$ cat config.mk
export PLATFORM = sky130hd
export DESIGN_NAME = hx8352_delay_timer
export DESIGN_NICKNAME = d
export VERILOG_FILES = /design/src/rtl/hx8352_delay_timer.sv
export SDC_FILE = /design/constraint.sdc
export NUM_CORES = 1
export LEC_CHECK = 0
export ABC_CLOCK_PERIOD_IN_PS = 2900
export CAP_MARGIN = 20
export CORE_ASPECT_RATIO = 1.5
export CORE_MARGIN = 1.5
export CORE_UTILIZATION = 44
export CTS_CLUSTER_SIZE = 16
export DETAILED_ROUTE_END_ITERATION = 7
export GPL_ROUTABILITY_DRIVEN = 0
export PLACE_DENSITY_LB_ADDON = 0.3
export SLEW_MARGIN = 30
export SYNTH_ARGS = -nofsm -noshare
export SYNTH_HDL_FRONTEND = slang
export SYNTH_SLANG_ARGS = --single-unit
$ cat constraint.sdc
create_clock -name clk_1MHz -period 2.9 [get_ports clk_1MHz]
set_input_delay 0.58 -clock clk_1MHz [delete_from_list [all_inputs] [get_ports clk_1MHz]]
set_output_delay 0.58 -clock clk_1MHz [all_outputs]
set_load 0.005 [all_outputs]
$ cat src/rtl/hx8352_delay_timer.sv
// Delay timer for the HX8352 init/command sequencer, clocked at 1 MHz so one cycle is 1 us.
// A rising start edge loads a delay in us or ms units; done pulses once when it elapses.
module hx8352_delay_timer #(
  parameter int CNT_W     = 16,
  parameter int MS_DIV    = 1000,
  parameter int PRE_W     = 10,
  parameter int RETRIGGER = 0
) (
  input  logic             clk_1MHz,
  input  logic             rst,
  input  logic             start,
  input  logic             abort,
  input  logic             unit_ms,
  input  logic [CNT_W-1:0] delay_val,
  output logic             busy,
  output logic             done,
  output logic             ready,
  output logic [CNT_W-1:0] remaining
);

  typedef enum logic [1:0] {
    S_IDLE,
    S_COUNT,
    S_FINISH
  } state_t;

  state_t             r_state;
  logic               r_start_q;
  logic               r_unit;
  logic               r_busy;
  logic [CNT_W-1:0]   r_rem;
  logic [PRE_W-1:0]   r_pre;

  state_t             w_state_next;
  logic               w_unit_next;
  logic               w_busy_next;
  logic [CNT_W-1:0]   w_rem_next;
  logic [PRE_W-1:0]   w_pre_next;
  logic               w_rise;
  logic               w_tick;
  logic               w_load;

  assign w_rise = start & ~r_start_q;
  // In us mode every cycle is a unit; in ms mode the prescaler marks the unit boundary.
  assign w_tick = ~r_unit | (r_pre == PRE_W'(MS_DIV - 1));

  always_comb begin
    w_state_next = r_state;
    w_unit_next  = r_unit;
    w_busy_next  = r_busy;
    w_rem_next   = r_rem;
    w_pre_next   = r_pre;
    w_load       = 1'b0;

    case (r_state)
      S_IDLE: begin
        w_load = w_rise;
      end
      S_FINISH: begin
        w_state_next = S_IDLE;
        w_load       = w_rise;
      end
      S_COUNT: begin
        if ((RETRIGGER != 0) && w_rise) begin
          w_load = 1'b1;
        end else if (w_tick) begin
          w_pre_next = '0;
          if (r_rem != '0) begin
            w_rem_next = r_rem - CNT_W'(1);
          end
          if (r_rem <= CNT_W'(1)) begin
            w_busy_next  = 1'b0;
            w_state_next = S_FINISH;
          end
        end else begin
          w_pre_next = r_pre + PRE_W'(1);
        end
      end
      default: begin
        w_state_next = S_IDLE;
        w_busy_next  = 1'b0;
        w_rem_next   = '0;
        w_pre_next   = '0;
      end
    endcase

    if (w_load) begin
      w_unit_next = unit_ms;
      w_pre_next  = '0;
      if (delay_val == '0) begin
        w_rem_next   = '0;
        w_busy_next  = 1'b0;
        w_state_next = S_FINISH;
      end else begin
        w_rem_next   = delay_val;
        w_busy_next  = 1'b1;
        w_state_next = S_COUNT;
      end
    end

    // Abort outranks everything, including a start edge in the same cycle.
    if (abort) begin
      w_state_next = S_IDLE;
      w_busy_next  = 1'b0;
      w_rem_next   = '0;
      w_pre_next   = '0;
    end
  end

  always_ff @(posedge clk_1MHz or posedge rst) begin
    if (rst) begin
      r_state   <= S_IDLE;
      r_start_q <= 1'b0;
      r_unit    <= 1'b0;
      r_busy    <= 1'b0;
      r_rem     <= '0;
      r_pre     <= '0;
    end else begin
      r_state   <= w_state_next;
      r_start_q <= start;
      r_unit    <= w_unit_next;
      r_busy    <= w_busy_next;
      r_rem     <= w_rem_next;
      r_pre     <= w_pre_next;
    end
  end

  assign busy      = r_busy;
  assign ready     = ~r_busy;
  assign done      = (r_state == S_FINISH);
  assign remaining = r_rem;

endmodule
### After elaboration in Yosys (flattened, before gate mapping)

Cells that the tools add are included.

* bitwise operators: 5
* reduce and logical (&&, ||, !) cells: 7
* $lt $le $gt $ge: 1
* add/sub/neg operators: 2
* equality and inequality tests: 8
* multiplexer cells: 23

Operator list (number)
* $mux 16: 5
* $pmux 16 s2: 1
* $mux 10: 3
* $pmux 10 s2: 1
* $le 16x1->1 const B: 1
* $logic_not 16->1: 1
* $reduce_bool 16->1: 1
* $sub 16x1->16 const B: 1
* $ne 4x4->1 const B: 3
* $add 10x1->10 const B: 1
* $eq 10x10->1 const B: 1
* $mux 2: 5
* $reduce_and 3->1: 3
* $mux 1: 6
* $pmux 2 s2: 1
* $ne 3x1->1 const B: 1
* $ne 3x3->1 const B: 1
* $not 1->1: 3
* $eq 2x1->1 const B: 1
* $eq 2x2->1 const B: 1
* $logic_not 2->1: 1
* $pmux 1 s2: 1
* $reduce_or 2->1: 1
* $and 1x1->1: 1
* $or 1x1->1: 1

* logic and storage cells: 52
* input port bits: 21
* bits in registers: 31
* output and inout port bits: 19

### Logic depth before layout (Yosys ltp)

* depth after elaboration: 6
* mapped depth: 7
* depth with buffers taken out: 7

### Worst setup path before layout

No wires, ideal clock.

* path kind: flip-flop to flip-flop
* from: reg r_rem[0], in the netlist remaining[0]
* to: reg r_rem[14], in the netlist remaining[14]
* required time: 2.777 ns
* arrival time: 1.788 ns
* cell stages (with the launch flop): 8
* clock period less this slack: 1.911 ns
* setup slack: 0.989 ns
* cells stage by stage: dfrtp_1 -> inv_1 -> ha_1 -> nor3b_1 -> nand4_1 -> xnor2_1 -> a22oi_1 -> o21ai_2

* longest elaborated chain between the ends: 6
* elaborated cells between the ends (all ways): 9

Ends and longest elaborated chain
* start, declared: RTL line 31 `logic [CNT_W-1:0] r_rem;`
* start signal, assigned: RTL line 123 `r_rem <= w_rem_next;`
* $sub 16x1->16: RTL line 69 `w_rem_next = r_rem - CNT_W'(1);`
* $mux 16: RTL line 68 `if (r_rem != '0) begin`
* $mux 16: RTL line 66 `end else if (w_tick) begin`
* $pmux 16 s2: RTL line 55 `case (r_state)`
* $mux 16: RTL line 87 `if (w_load) begin`
* $mux 16: RTL line 102 `if (abort) begin`

Parallel ways exist; a longest one is shown, timed or not. The select of a mux whose other input is x is not followed.
A chain may end at the register's enable or synchronous reset.

### Worst setup path in the final report

* from: in abort
* to: reg r_rem[13], in the netlist remaining[13]

* longest elaborated chain between the ends: 2
* elaborated cells between the ends (all ways): 5

Ends and longest elaborated chain
* start, declared: RTL line 12 `input logic abort,`
* $ne 4x4->1 (no line) / $ne 3x1->1 (equally long branches)
* $reduce_and 3->1 (no line)

Parallel ways exist; a longest one is shown, timed or not.

==> results_dict.tcl <==
set metrics [dict create \
    crit_type "in2reg" \
    avgSynthCellArea_um2 9.17 \
    syn_to_final_growth_pct 29.3 \
    synth_top_family_by_area "simple AND/OR/NAND/NOR gates" \
    cts_tree "yes" \
    cp_cell_sequence "clkdlybuf4s50_1 > inv_1 > nand2_1 > o311ai_4 > nand2b_4 > o21ai_0" \
    leakage_nw 1.04 \
    ctsHoldBuffers 0 \
    worstHoldPathType "reg2reg" \
    worstMarginPinSlew_ns 0.702 \
    ys_seq_area_share_pct 39.9 \
    first_pass_iters 4 \
    setup_viol 0 \
    slowest_delay_ns 0.55 \
    detailed_place_hpwl_um 3770 \
    endpoint_kind "flip-flop" \
    wl_met1_um 2200 \
    ys_async_sr_fraction_pct 100 \
    root_buffer "clkbuf_8" \
    vias_per_cell 5.98 \
    fin_crit_ns 2.29 \
    fmax_mhz 436 \
    slew_headroom_pct 52.8 \
    stdcell_area_mm2 0.00251 \
    routed_wl_um 5240 \
    synth_area_leaders "dfrtp_1, o21ai_0, o21ai_2, nand2_1, nor2_1" \
    highest-signal-layer "met4" \
    slowest_stage "clkdlybuf4s50_1" \
    drv_cap 0 \
    wire_per_inst_um 17.2 \
    netlist_instances 212 \
    yosys_warnings 0 \
    cts_setup_buffers 0 \
    synth_nets 237 \
    grt_pass1_wl_um 8590 \
    met2_wirelength_um 2770 \
    setup_tns_ns 0 \
    dieArea_mm2 0.00483 \
    grt_max_degree 32 \
    synth_xor_area_share_pct 4.95 \
    core_mm2 0.00425 \
    synth_top_flop_cell "dfrtp_1" \
    grt.overflow.total 0 \
    synthAdderAreaFrac_pct 2.57 \
    fillers 386 \
    placed_area_mm2 0.00240 \
    hold_viol_final 0 \
    cts_resized 0 \
    final_layout_size_suffix_gt1_share_pct 12.7 \
    clk_pin_slew_worst_paths_ns 0.07 \
    cts_buffers 5 \
    gr-usage-all-layers_pct 23.1 \
    yosysTopAreaCell "dfrtp_1" \
    postRouteAntennaNets 0 \
    cts.sinks 31 \
    portBuffers 39 \
    crit_path_max_fanout 14 \
    ios 40 \
    drt_iter0_drc 93 \
    drcViolationCount 0 \
    grt_pass1_vias 1819 \
    fin_crit_sh_pct 79.1 \
    rsz0062_at_grt "false" \
    num_rows 29 \
    vias 1823 \
    drv_slew 0 \
    fin_nets 283 \
    h-tree-depth 2 \
    critPathArrivalTime_ns 2.45 \
    start_kind "input port" \
    cp.required_ns 3.06 \
    clkLatencyLatePin_ns 0.29 \
    synth_top_area_share_pct 39.9 \
    clockBufferDepth 2 \
    cellPowerDensity_mw_per_mm2 886 \
    dr_wl_met3_um 169 \
    diodes 0 \
    yosys.area_share.simple_pct 25.9 \
    synth_edf_count 0 \
    die-width_um 57.3 \
    peakVddDrop_mv 0.849 \
    synth-compound-area-share_pct 21.9 \
    start_util_pct 45.8 \
    synth_area_mm2 0.00194 \
    synth.ff_latch_count 31 \
    antenna_found_initial 0 \
    synthMuxAreaShare_pct 0.579 \
    dieHeight_um 84.4 \
    finalClockSkew_ns 0.0104 \
    yosysUniqueCellTypes 45 \
    status "complete, no violations" \
]
final timing paths:
kind                              start            end  slack [ns]  cells past startpoint
hold / removal                   r_unit         r_unit        0.51                      1
setup / recovery                  abort  remaining[13]        0.61                      6
hold reg to reg                  r_unit         r_unit        0.51                      1
max in group asynchronous           rst   remaining[2]        1.93                      3
setup reg to reg           remaining[4]  remaining[13]        0.80                      5
min in group asynchronous           rst       r_pre[4]        0.67                      3
layout make-up:
type                       count  area [um^2]  area share [%]
tap                           46         57.6            2.29
timing repair buffer          46          443            17.6
clock inverter                 2         35.0            1.39
clock buffer                   6         82.6            3.29
multi-input combinational    165         1090            43.2
inverter                       9         33.8            1.34
sequential                    31          776            30.9
routing by layer:
metal / up-vias / global-route usage (%)
met5: - / 0
met4: 0 / 9.73
met3: 9 / 3.85
met2: 43 / 40.5
met1: 903 / 27.4
li1: 868 / -
critical path, delay by kind of cell:
kind | cells | cell delay, ns
compound gates | 2 | 0.51
simple gates | 2 | 0.59
buf+inv | 2 | 0.75
placed cells by master, fill, tap and decap left out, types with 2 or more instances in the layout:
cell type        instances
o21ai_0                 20
clkdlybuf4s50_1         39
nor2_1                  19
xor2_1                   4
nor3_1                   7
nor3b_1                  2
o21ai_2                 10
xnor2_1                  7
ha_1                     4
or4_1                    2
a32oi_1                  2
inv_1                    9
o31ai_1                  3
and3_1                   3
nor4_1                   9
nand3_1                  3
nand2_1                 19
nand4_1                  7
nor2b_1                  3
buf_4                    7
a21oi_1                 10
a21boi_0                 2
and2_1                   2
clkbuf_8                 6
dfrtp_1                 31
a22oi_1                  8
or3_1                    2
cells in the mapped netlist, drive strengths merged, types with 7 or more instances:
library cell  count
nand2            19
a22oi             8
o21ai            30
nor4             10
dfrtp            31
nor2             19
inv               9
nand4             8
nor3              8
xnor2             7
a21oi            10
registers in the layout (all words and copies together), names as in the netlist:
name,count
remaining,16
r_pre,10
r_state,2
busy,1
r_start_q,1
r_unit,1
cell families after synthesis:
family	after synthesis
buffers and inverters	16
XOR/XNOR	11
flip-flops	31
AND/OR/NAND/NOR	89
multiplexers	1
AO/OA/AOI/OAI	60
adder cells (fa/ha/maj)	4
report_power, final:
group          internal [mW]  switching (mW)
Combinational          0.527           0.594
Clock                  0.278           0.174
Sequential             0.513           0.141
Total                   1.32           0.909
through the flow:
| stage | setup WS (ns) | utilization, % | hold slack, ns | instances | total power, mW |
|---|---|---|---|---|---|
| floorplan | 0.989 | - | 0.472 | 212 | 1.37 |
| global placement | 0.324 | 56.4 | 0.495 | 297 | 1.76 |
| detailed placement | 0.336 | 56.4 | 0.506 | 297 | 1.76 |
| CTS | 0.623 | 59.2 | 0.520 | 305 | 2.23 |
| global route | 0.456 | 59.2 | 0.532 | 305 | 2.37 |
| finish | 0.607 | 59.2 | 0.509 | 305 | 2.23 |
Note: power is estimated with default switching activity, not from simulation.
